==> config.mk <==
export PLATFORM = sky130hd
export DESIGN_NAME = spi_slave_bridge_flat
export DESIGN_NICKNAME = d
export VERILOG_FILES = /design/src/rtl/spi_slave_bridge_if.sv /design/src/rtl/spi_slave_bridge.sv /design/src/flat_wrapper.sv
export SDC_FILE = /design/constraint.sdc
export NUM_CORES = 1
export LEC_CHECK = 0
export ABC_AREA = 1
export CORE_AREA = 5 5 130 95
export CTS_BUF_LIST = sky130_fd_sc_hd__clkbuf_8 sky130_fd_sc_hd__clkbuf_16
export CTS_CLUSTER_SIZE = 30
export DETAILED_ROUTE_END_ITERATION = 8
export DIE_AREA = 0 0 135 100
export HOLD_SLACK_MARGIN = 0.02
export PLACE_DENSITY = 0.85
export SLEW_MARGIN = 20
export SYNTH_ARGS = -nofsm -noshare
export SYNTH_HDL_FRONTEND = slang
export SYNTH_SLANG_ARGS = --single-unit
==> constraint.sdc <==
create_clock -name FCLK_CLK0 -period 1.9 [get_ports FCLK_CLK0]
set_input_delay 0.475 -clock FCLK_CLK0 [delete_from_list [all_inputs] [get_ports FCLK_CLK0]]
set_output_delay 0.475 -clock FCLK_CLK0 [all_outputs]
set_load 0.1 [all_outputs]
==> src/rtl/spi_slave_bridge_if.sv <==
// Pin and local-bus bundle of the SPI slave bridge.
// slave = bridge side; master = SPI master and local register file side.
interface spi_slave_bridge_if #(
  parameter int unsigned DATA_W = 32,
  parameter int unsigned ADDR_W = 7
);
  logic              i_sclk;
  logic              i_mosi;
  logic              i_cs_n;
  logic              o_miso;
  logic              o_miso_oe;
  logic              o_wr_en;
  logic              o_rd_en;
  logic [ADDR_W-1:0] o_addr;
  logic [DATA_W-1:0] o_wdata;
  logic [DATA_W-1:0] i_rdata;
  logic              o_irq;
  logic              i_irq_clr;

  modport slave (
    input  i_sclk, i_mosi, i_cs_n, i_rdata, i_irq_clr,
    output o_miso, o_miso_oe, o_wr_en, o_rd_en, o_addr, o_wdata, o_irq
  );

  modport master (
    output i_sclk, i_mosi, i_cs_n, i_rdata, i_irq_clr,
    input  o_miso, o_miso_oe, o_wr_en, o_rd_en, o_addr, o_wdata, o_irq
  );
endinterface

==> src/rtl/spi_slave_bridge.sv <==
// Mode-0 SPI slave: oversamples the SPI pins and turns command/address/data
// frames into single-cycle local read and write strobes.
module spi_slave_bridge #(
  parameter int unsigned DATA_W      = 32,
  parameter int unsigned ADDR_W      = 7,
  parameter int unsigned SYNC_STAGES = 2
) (
  input logic               FCLK_CLK0,
  input logic               RST,
  spi_slave_bridge_if.slave bus
);
  localparam int unsigned CNT_W = $clog2(DATA_W + 1);
  localparam int unsigned FL_W  = $clog2(SYNC_STAGES + 1);

  localparam logic [2:0] S_IDLE     = 3'd0;
  localparam logic [2:0] S_CMD      = 3'd1;
  localparam logic [2:0] S_WR_DATA  = 3'd2;
  localparam logic [2:0] S_RD_FETCH = 3'd3;
  localparam logic [2:0] S_RD_DATA  = 3'd4;

  logic [SYNC_STAGES-1:0] sclk_q, mosi_q, cs_q;
  logic                   sclk_d;
  logic [FL_W-1:0]        flush_cnt;
  logic                   armed;
  logic                   sclk_s, mosi_s, cs_s, sclk_rise, sclk_fall, flush_done;

  assign sclk_s     = sclk_q[SYNC_STAGES-1];
  assign mosi_s     = mosi_q[SYNC_STAGES-1];
  assign cs_s       = cs_q[SYNC_STAGES-1];
  assign sclk_rise  = sclk_s & ~sclk_d;
  assign sclk_fall  = ~sclk_s & sclk_d;
  assign flush_done = (flush_cnt == FL_W'(SYNC_STAGES));

  // Synchronizers; 'armed' demands a genuinely observed high cs_n after reset
  // so a frame cut by reset cannot be mistaken for a new select.
  always_ff @(posedge FCLK_CLK0) begin
    if (RST) begin
      sclk_q    <= '0;
      mosi_q    <= '0;
      cs_q      <= '1;
      sclk_d    <= 1'b0;
      flush_cnt <= '0;
      armed     <= 1'b0;
    end else begin
      sclk_q <= {sclk_q[SYNC_STAGES-2:0], bus.i_sclk};
      mosi_q <= {mosi_q[SYNC_STAGES-2:0], bus.i_mosi};
      cs_q   <= {cs_q[SYNC_STAGES-2:0], bus.i_cs_n};
      sclk_d <= sclk_s;
      if (!flush_done) flush_cnt <= flush_cnt + FL_W'(1);
      armed  <= armed | (flush_done & cs_s);
    end
  end

  logic [2:0]        state_q, state_d;
  logic [CNT_W-1:0]  cnt_q, cnt_d;
  logic [DATA_W-2:0] rx_q, rx_d;
  logic [DATA_W-2:0] tx_q, tx_d;
  logic [ADDR_W-1:0] addr_q, addr_d;
  logic [DATA_W-1:0] wdata_q, wdata_d;
  logic              wr_q, wr_d, rd_q, rd_d, miso_q, miso_d, oe_q, oe_d, irq_q, irq_d;

  always_ff @(posedge FCLK_CLK0) begin
    if (RST) begin
      state_q <= S_IDLE;
      cnt_q   <= '0;
      rx_q    <= '0;
      tx_q    <= '0;
      addr_q  <= '0;
      wdata_q <= '0;
      wr_q    <= 1'b0;
      rd_q    <= 1'b0;
      miso_q  <= 1'b0;
      oe_q    <= 1'b0;
      irq_q   <= 1'b0;
    end else begin
      state_q <= state_d;
      cnt_q   <= cnt_d;
      rx_q    <= rx_d;
      tx_q    <= tx_d;
      addr_q  <= addr_d;
      wdata_q <= wdata_d;
      wr_q    <= wr_d;
      rd_q    <= rd_d;
      miso_q  <= miso_d;
      oe_q    <= oe_d;
      irq_q   <= irq_d;
    end
  end

  // Next-state and output logic; writes bump the address the cycle after the strobe.
  always_comb begin
    state_d = state_q;
    cnt_d   = cnt_q;
    rx_d    = rx_q;
    tx_d    = tx_q;
    addr_d  = wr_q ? addr_q + ADDR_W'(1) : addr_q;
    wdata_d = wdata_q;
    wr_d    = 1'b0;
    rd_d    = 1'b0;
    miso_d  = miso_q;
    oe_d    = ~cs_s;
    irq_d   = wr_q | (irq_q & ~bus.i_irq_clr);

    if (cs_s) begin
      state_d = S_IDLE;
      cnt_d   = '0;
      miso_d  = 1'b0;
    end else begin
      case (state_q)
        S_IDLE: begin
          miso_d = 1'b0;
          if (armed) begin
            state_d = S_CMD;
            cnt_d   = '0;
          end
        end
        S_CMD: begin
          miso_d = 1'b0;
          if (sclk_rise) begin
            rx_d = {rx_q[DATA_W-3:0], mosi_s};
            if (cnt_q == CNT_W'(7)) begin
              cnt_d  = '0;
              addr_d = ADDR_W'({rx_q[5:0], mosi_s});
              if (rx_q[6]) begin
                rd_d    = 1'b1;
                state_d = S_RD_FETCH;
              end else begin
                state_d = S_WR_DATA;
              end
            end else begin
              cnt_d = cnt_q + CNT_W'(1);
            end
          end
        end
        S_WR_DATA: begin
          if (sclk_rise) begin
            rx_d = {rx_q[DATA_W-3:0], mosi_s};
            if (cnt_q == CNT_W'(DATA_W - 1)) begin
              cnt_d   = '0;
              wdata_d = {rx_q, mosi_s};
              wr_d    = 1'b1;
            end else begin
              cnt_d = cnt_q + CNT_W'(1);
            end
          end
        end
        // Read data arrives the cycle after the strobe is visible.
        S_RD_FETCH: begin
          if (!rd_q) begin
            tx_d    = bus.i_rdata[DATA_W-2:0];
            miso_d  = bus.i_rdata[DATA_W-1];
            state_d = S_RD_DATA;
          end
        end
        S_RD_DATA: begin
          // The fall before the first rise of a word must not disturb its MSB.
          if (sclk_fall && cnt_q != '0) begin
            miso_d = tx_q[DATA_W-2];
            tx_d   = {tx_q[DATA_W-3:0], 1'b0};
          end
          if (sclk_rise) begin
            if (cnt_q == CNT_W'(DATA_W - 1)) begin
              cnt_d   = '0;
              addr_d  = addr_q + ADDR_W'(1);
              rd_d    = 1'b1;
              state_d = S_RD_FETCH;
            end else begin
              cnt_d = cnt_q + CNT_W'(1);
            end
          end
        end
        default: state_d = S_IDLE;
      endcase
    end
  end

  assign bus.o_miso    = miso_q;
  assign bus.o_miso_oe = oe_q;
  assign bus.o_wr_en   = wr_q;
  assign bus.o_rd_en   = rd_q;
  assign bus.o_addr    = addr_q;
  assign bus.o_wdata   = wdata_q;
  assign bus.o_irq     = irq_q;
endmodule

==> src/flat_wrapper.sv <==
// flat-port wrapper written by rule: the top's interface ports become plain ports
module spi_slave_bridge_flat 
#(
  parameter int unsigned DATA_W      = 32,
  parameter int unsigned ADDR_W      = 7,
  parameter int unsigned SYNC_STAGES = 2
)
  (FCLK_CLK0, RST, bus_i_sclk, bus_i_mosi, bus_i_cs_n, bus_i_rdata, bus_i_irq_clr, bus_o_miso, bus_o_miso_oe, bus_o_wr_en, bus_o_rd_en, bus_o_addr, bus_o_wdata, bus_o_irq);
  spi_slave_bridge_if #(.DATA_W(DATA_W), .ADDR_W(ADDR_W)) bus_i ();
  input logic FCLK_CLK0;
  input logic RST;
  input wire logic [$bits(bus_i.i_sclk)-1:0] bus_i_sclk;
  input wire logic [$bits(bus_i.i_mosi)-1:0] bus_i_mosi;
  input wire logic [$bits(bus_i.i_cs_n)-1:0] bus_i_cs_n;
  input wire logic [$bits(bus_i.i_rdata)-1:0] bus_i_rdata;
  input wire logic [$bits(bus_i.i_irq_clr)-1:0] bus_i_irq_clr;
  output wire logic [$bits(bus_i.o_miso)-1:0] bus_o_miso;
  output wire logic [$bits(bus_i.o_miso_oe)-1:0] bus_o_miso_oe;
  output wire logic [$bits(bus_i.o_wr_en)-1:0] bus_o_wr_en;
  output wire logic [$bits(bus_i.o_rd_en)-1:0] bus_o_rd_en;
  output wire logic [$bits(bus_i.o_addr)-1:0] bus_o_addr;
  output wire logic [$bits(bus_i.o_wdata)-1:0] bus_o_wdata;
  output wire logic [$bits(bus_i.o_irq)-1:0] bus_o_irq;
  assign bus_i.i_sclk = bus_i_sclk;
  assign bus_i.i_mosi = bus_i_mosi;
  assign bus_i.i_cs_n = bus_i_cs_n;
  assign bus_i.i_rdata = bus_i_rdata;
  assign bus_i.i_irq_clr = bus_i_irq_clr;
  assign bus_o_miso = bus_i.o_miso;
  assign bus_o_miso_oe = bus_i.o_miso_oe;
  assign bus_o_wr_en = bus_i.o_wr_en;
  assign bus_o_rd_en = bus_i.o_rd_en;
  assign bus_o_addr = bus_i.o_addr;
  assign bus_o_wdata = bus_i.o_wdata;
  assign bus_o_irq = bus_i.o_irq;
  spi_slave_bridge #(.DATA_W(DATA_W), .ADDR_W(ADDR_W), .SYNC_STAGES(SYNC_STAGES)) u_core (.FCLK_CLK0(FCLK_CLK0), .RST(RST), .bus(bus_i));
endmodule
Yosys cells after proc, flatten, opt, wreduce, memory -nomap -nowiden --
Index checks and enable logic that the tools add are counted.
Storage, ports and cells: flip-flop bits (word level) 125
Operators by class: bitwise gates (word level) 11, equality and inequality tests 15, multiplexer cells 33, add/subtract/negate cells 3, reductions and logical operators 17
Operator list (count):
- 31-bit 2-to-1 mux | 2
- 31-bit case mux with 2 select lines | 1
- 7-bit 2-to-1 mux | 6
- 6-bit 2-to-1 mux | 5
- 3-bit 2-to-1 mux | 6
- 6-bit case mux with 3 select lines | 1
- 3-bit case mux with 5 select lines | 1
- 2-bit by 1-bit != test with 1-bit output (second input constant) | 7
- 7-bit case mux with 2 select lines | 1
- 4-bit AND reduction | 3
- 1-bit 2-to-1 mux | 8
- 2-bit OR reduction | 4
- 7-bit by 1-bit adder with 7-bit output (second input constant) | 1
- 7-bit AND reduction | 1
- 6-bit by 1-bit adder with 6-bit output (second input constant) | 1
- 3-bit by 2-bit equality test with 1-bit output (second input constant) | 2
- 6-bit by 3-bit equality test with 1-bit output (second input constant) | 1
- 6-bit by 5-bit equality test with 1-bit output (second input constant) | 1
- 3-bit AND reduction | 2
- 3-bit nonzero test | 2
- 6-bit nonzero test | 1
- 1-bit NOT | 5
- 1-bit AND | 4
- 3-bit by 1-bit equality test with 1-bit output (second input constant) | 1
- 11 further kinds | 12

Logic depth before layout (Yosys ltp) --
depth after elaboration 6, depth in mapped cells 12, depth with buffers taken out 11

Least setup slack after synthesis --
No wires, ideal clock.
path type register to register, start point register u_core.addr_q[0] (netlist: u_core.bus.o_addr[0]), end point register u_core.addr_q[4] (netlist: u_core.bus.o_addr[4]), path slack -0.238 ns, arrival time 2.019 ns, clock period less this slack 2.138 ns, setup time 0.119 ns, cell stages (with the launch flop) 9, path through dfxtp_1 -> ha_1 -> nand4_1 -> nand3_1 -> nand2_1 -> nand2_1 -> nand2_1 -> o21ai_0 -> nand2_1
Between the ends: word-level cells in the longest chain between the ends 6
RTL lines:
- from (decl) | line spi_slave_bridge.sv:58 | logic [ADDR_W-1:0] addr_q, addr_d;
- from (signal assigned) | line spi_slave_bridge.sv:80 | addr_q <= addr_d;
- 7-bit by 1-bit adder with 7-bit output (*) | line spi_slave_bridge.sv:96, spi_slave_bridge.sv:164
- 7-bit 2-to-1 mux | line spi_slave_bridge.sv:96 | addr_d = wr_q ? addr_q + ADDR_W'(1) : addr_q;
- 7-bit 2-to-1 mux, on equally long branches | line spi_slave_bridge.sv:162, spi_slave_bridge.sv:121
- 7-bit 2-to-1 mux, on equally long branches | line spi_slave_bridge.sv:161, spi_slave_bridge.sv:119
- 7-bit case mux with 2 select lines | line spi_slave_bridge.sv:109 | case (state_q)
- 7-bit 2-to-1 mux (*) | line spi_slave_bridge.sv:104 | if (cs_s) begin
Mark *: on every way between the ends. The rest lies on a longest branch, timed or not. A chain may end at the register's enable or synchronous reset.

Worst setup path in the final report --
start point register u_core.cnt_q[1], end point register u_core.wdata_q[12] (netlist: u_core.bus.o_wdata[12])
Between the ends: word-level cells in the longest chain between the ends 2
RTL lines:
- from (decl) | line spi_slave_bridge.sv:55 | logic [CNT_W-1:0] cnt_q, cnt_d;
- from (signal assigned) | line spi_slave_bridge.sv:77 | cnt_q <= cnt_d;
- 6-bit by 5-bit equality test with 1-bit output | line spi_slave_bridge.sv:138 | if (cnt_q == CNT_W'(DATA_W - 1)) begin
- 4-bit AND reduction (no source line)
- to (signal assigned) | line spi_slave_bridge.sv:81 | wdata_q <= wdata_d;
- to (decl) | line spi_slave_bridge.sv:59 | logic [DATA_W-1:0] wdata_q, wdata_d;
Every way passes these cells.

==> reports/results.txt <==
Cells on worst reg2reg path -> 9
Total CTS buffers -> 17
Core area -> 0.0109 mm²
Seq/Total Area, Yosys -> 42.8%
Initial antenna violation count -> 0
Drc violations -> 0
Total global routing overflow -> 0
Crit path kind -> reg2reg
DRT Pass-1 Iters -> 5
Post-layout nets -> 951
Storage cell area -> 0.00251 mm²
Final core occ -> 73.0%
RSZ-0062 raised after global routing -> no
Starting density of the core -> 53.8%
DP HPWL -> 9070 µm
Die area -> 0.0135 mm²
Mapped Area -> 0.00584 mm²
Largest net degree at the start of global routing -> 64
Largest fanout on the critical path -> 16
Clk root buf -> clkbuf_16
Worst slew margin -> 73.9%
Worst-path clk slew -> 0.06 ns
Worst R2R Start -> u_core.cnt_q[1]
Worst path cell trace -> ha_1 > nand2_1 > nor2_4 > nand2_2 > nor3_4 > buf_4 > buf_6 > nor2_1 > a211oi_2
# fillers -> 788
Clk buf depth -> 2
Synth unique cells -> 30
Post-CTS Hold Buffers -> 0
MaxCap Viol Count -> 0
Hold Path End -> u_core.sclk_q[1]
Leak Pwr -> 3.37 nW
Vias in the first global route -> 5,038
Wirelength per Cell -> 13.3 µm
Worst setup EP type -> flop
Syn Inst Count -> 834
Outcome -> finished clean
Syn nets -> 876
Yosys reg bits -> 125
Final Cycle Share -> 93.5%
Tmin final -> 1.78 ns
Final WL -> 14,300 µm
Width of the die -> 135 µm
Gr usage total -> 21.2%
HP Start -> u_core.sclk_q[0]
CTS Sinks -> 125
Setup TNS -> 0 ns
Slowest-stage cell, CP -> dfxtp_1
Htree depth -> 4
CP Launch Type -> flop
CP peak stage delay -> 0.37 ns
M1 GR Usage -> 28.7%
N_diodes -> 0
Worst r2r dst -> u_core.bus.o_wdata[12]
Iteration-0 DRC count of the detailed router -> 513
Multi-input gate area -> 0.00274 mm²
Placed Cells -> 1,039
Final Hold Vio Count -> 0
Pwr/cell area -> 782 mW/mm²
Hold Crit Class -> reg2reg
GRT met2 Usage -> 33.8%
Clock Latency Late Sink -> 0.41 ns
Final Max Tran Viols -> 0
YS warnings -> 0
Syn avg cell area -> 7.00 µm²
First-pass GRT wire length -> 23,600 µm
Most frequent cells in the layout -> nand2_1, dfxtp_1, inv_1
Setup violations, final -> 0
Required time of the worst setup path -> 2.23 ns
Area Growth Syn to Fin -> 35.5%
Met3 Usage GRT -> 4.31%
Core Rows -> 32
Clk_skew -> 0.00860 ns
Flop2flop setup slack -> 0.12 ns
Top Usage Layer GRT -> met2
Hold depth -> 2
Die Y -> 100 µm
Via count -> 5,488
Worst slew pin tran -> 0.391 ns
Fmax -> 0.563 GHz
Via-to-Cell Ratio -> 5.11
Routed Antenna Nets -> 0
Final Wtd Congestion -> 0.882
Overall power -> 6.19 mW
Worst EP arrival -> 2.11 ns
Port bufs -> 81
Final Instance Count excl. Fillers -> 1,075
CTS tree -> built
Share of cells above drive strength 1 -> 15.7%
Peak VDD IR -> 0.829 mV
Io pins -> 82
Most common cell after layout, fill and taps aside -> nand2_1
[cell type report]
class | instances | area share [%]
multi-input combinational | 557 | 34.6
sequential | 125 | 31.7
timing repair buffer | 101 | 18.9
clock buffer | 18 | 5.55
inverter | 107 | 5.07
tap | 153 | 2.42
clock inverter | 14 | 1.80
[stage by stage]
step                      area (µm²)  hold slack (ns)  setup slack, ns
final                           7920            0.404            0.123
after global routing            7920            0.418           0.0128
after CTS                       7860            0.399           0.0549
after detailed placement        7270            0.392           0.0777
after global placement          7270            0.392            0.186
after floorplan                 5840            0.388          -0.0223
[logic make-up (layout without fill, tap and decap cells)]
group,after synthesis,in the layout,share of synthesized area [%]
AOI/OAI and AO/OA,155,155,17.2
xor gates and xnor gates,4,4,0.600
adders and majority gates,5,5,1.03
and+or+nand+nor,393,393,27.7
DFF,125,125,42.8
buffers and inverters,152,240,10.6
[timing repair]
action,CTS,global route
setup endpoints to repair,0,32
buffers inserted,0,2
resized for setup,0,7
[how the worst max path moves through the flow]
stage | startpoint | to | slack, ns
3_3_place_gp | u_core.cnt_q[0] | u_core.bus.o_wdata[27] | 0.19
4_1_cts | u_core.cnt_q[0] | u_core.bus.o_wdata[2] | 0.05
5_1_grt | u_core.cnt_q[1] | u_core.bus.o_wdata[4] | 0.01
6_report | u_core.cnt_q[1] | u_core.bus.o_wdata[12] | 0.12
2_1_floorplan | u_core.bus.o_wr_en | u_core.bus.o_addr[4] | -0.02
3_5_place_dp | u_core.cnt_q[0] | u_core.bus.o_wdata[2] | 0.08
[critical path, delay by kind of cell, from the launching register on]
| kind | cells | cell delay, ns |
|---|---|---|
| DFF | 1 | 0.37 |
| buffers and inverters | 2 | 0.37 |
| adders and majority gates | 1 | 0.19 |
| and+or+nand+nor | 5 | 0.62 |
| AOI/OAI and AO/OA | 1 | 0.16 |
[power by group]
| part | total [mW] | switching, mW | internal, mW |
|---|---|---|---|
| sequential | 2.66 | 0.0120 | 2.65 |
| clock | 3.15 | 1.19 | 1.96 |
| combinational | 0.373 | 0.210 | 0.163 |
| total | 6.19 | 1.42 | 4.77 |
[routing by layer]
metal | part of all wire [%] | vias to the layer above
met5 | 0 | -
met4 | 1.9 | 0
met3 | 6.1 | 27
met2 | 47 | 197
met1 | 45 | 2445
li1 | - | 2819
[cell usage after synthesis]
library cell    n  area share, %
maj3_1          1           0.17
o22ai_1         2           0.21
o21ai_0        41            3.5
ha_1            4           0.86
dfxtp_1       125             43
a21oi_2         1           0.15
buf_6           3           0.58
xnor2_1         1           0.15
nand3_2         2           0.34
buf_1           6           0.39
a21oi_1        76            6.5
a211oi_2       28            6.0
buf_4           3           0.39
nor2_2          2           0.21
or2_2           2           0.21
a211oi_1        3           0.39
o21ai_1         3           0.26
nor2_1         88            5.7
nand3_1        70            6.0
clkbuf_1       21            1.3
nor3_4          1           0.28
nand2_2         1           0.11
nand4_1         8           0.86
o21ai_2         1           0.15
clkbuf_2        1          0.086
nand2_1       219             14
inv_1         103            6.6
buf_2          11           0.94
xor2_1          3           0.45
inv_2           4           0.26
[state kept, by name, indices dropped and copies added (netlist names)]
name and flops:
u_core.bus.o_wdata 32, u_core.rx_q 31, u_core.tx_q 31, u_core.bus.o_addr 7, u_core.cnt_q 6, u_core.state_q 3
u_core.cs_q 2, u_core.flush_cnt 2, u_core.mosi_q 2, u_core.sclk_q 2, u_core.armed 1, u_core.bus.o_irq 1
u_core.bus.o_miso 1, u_core.bus.o_miso_oe 1, u_core.bus.o_rd_en 1, u_core.bus.o_wr_en 1, u_core.sclk_d 1
Power figures use the tool's default switching activity.
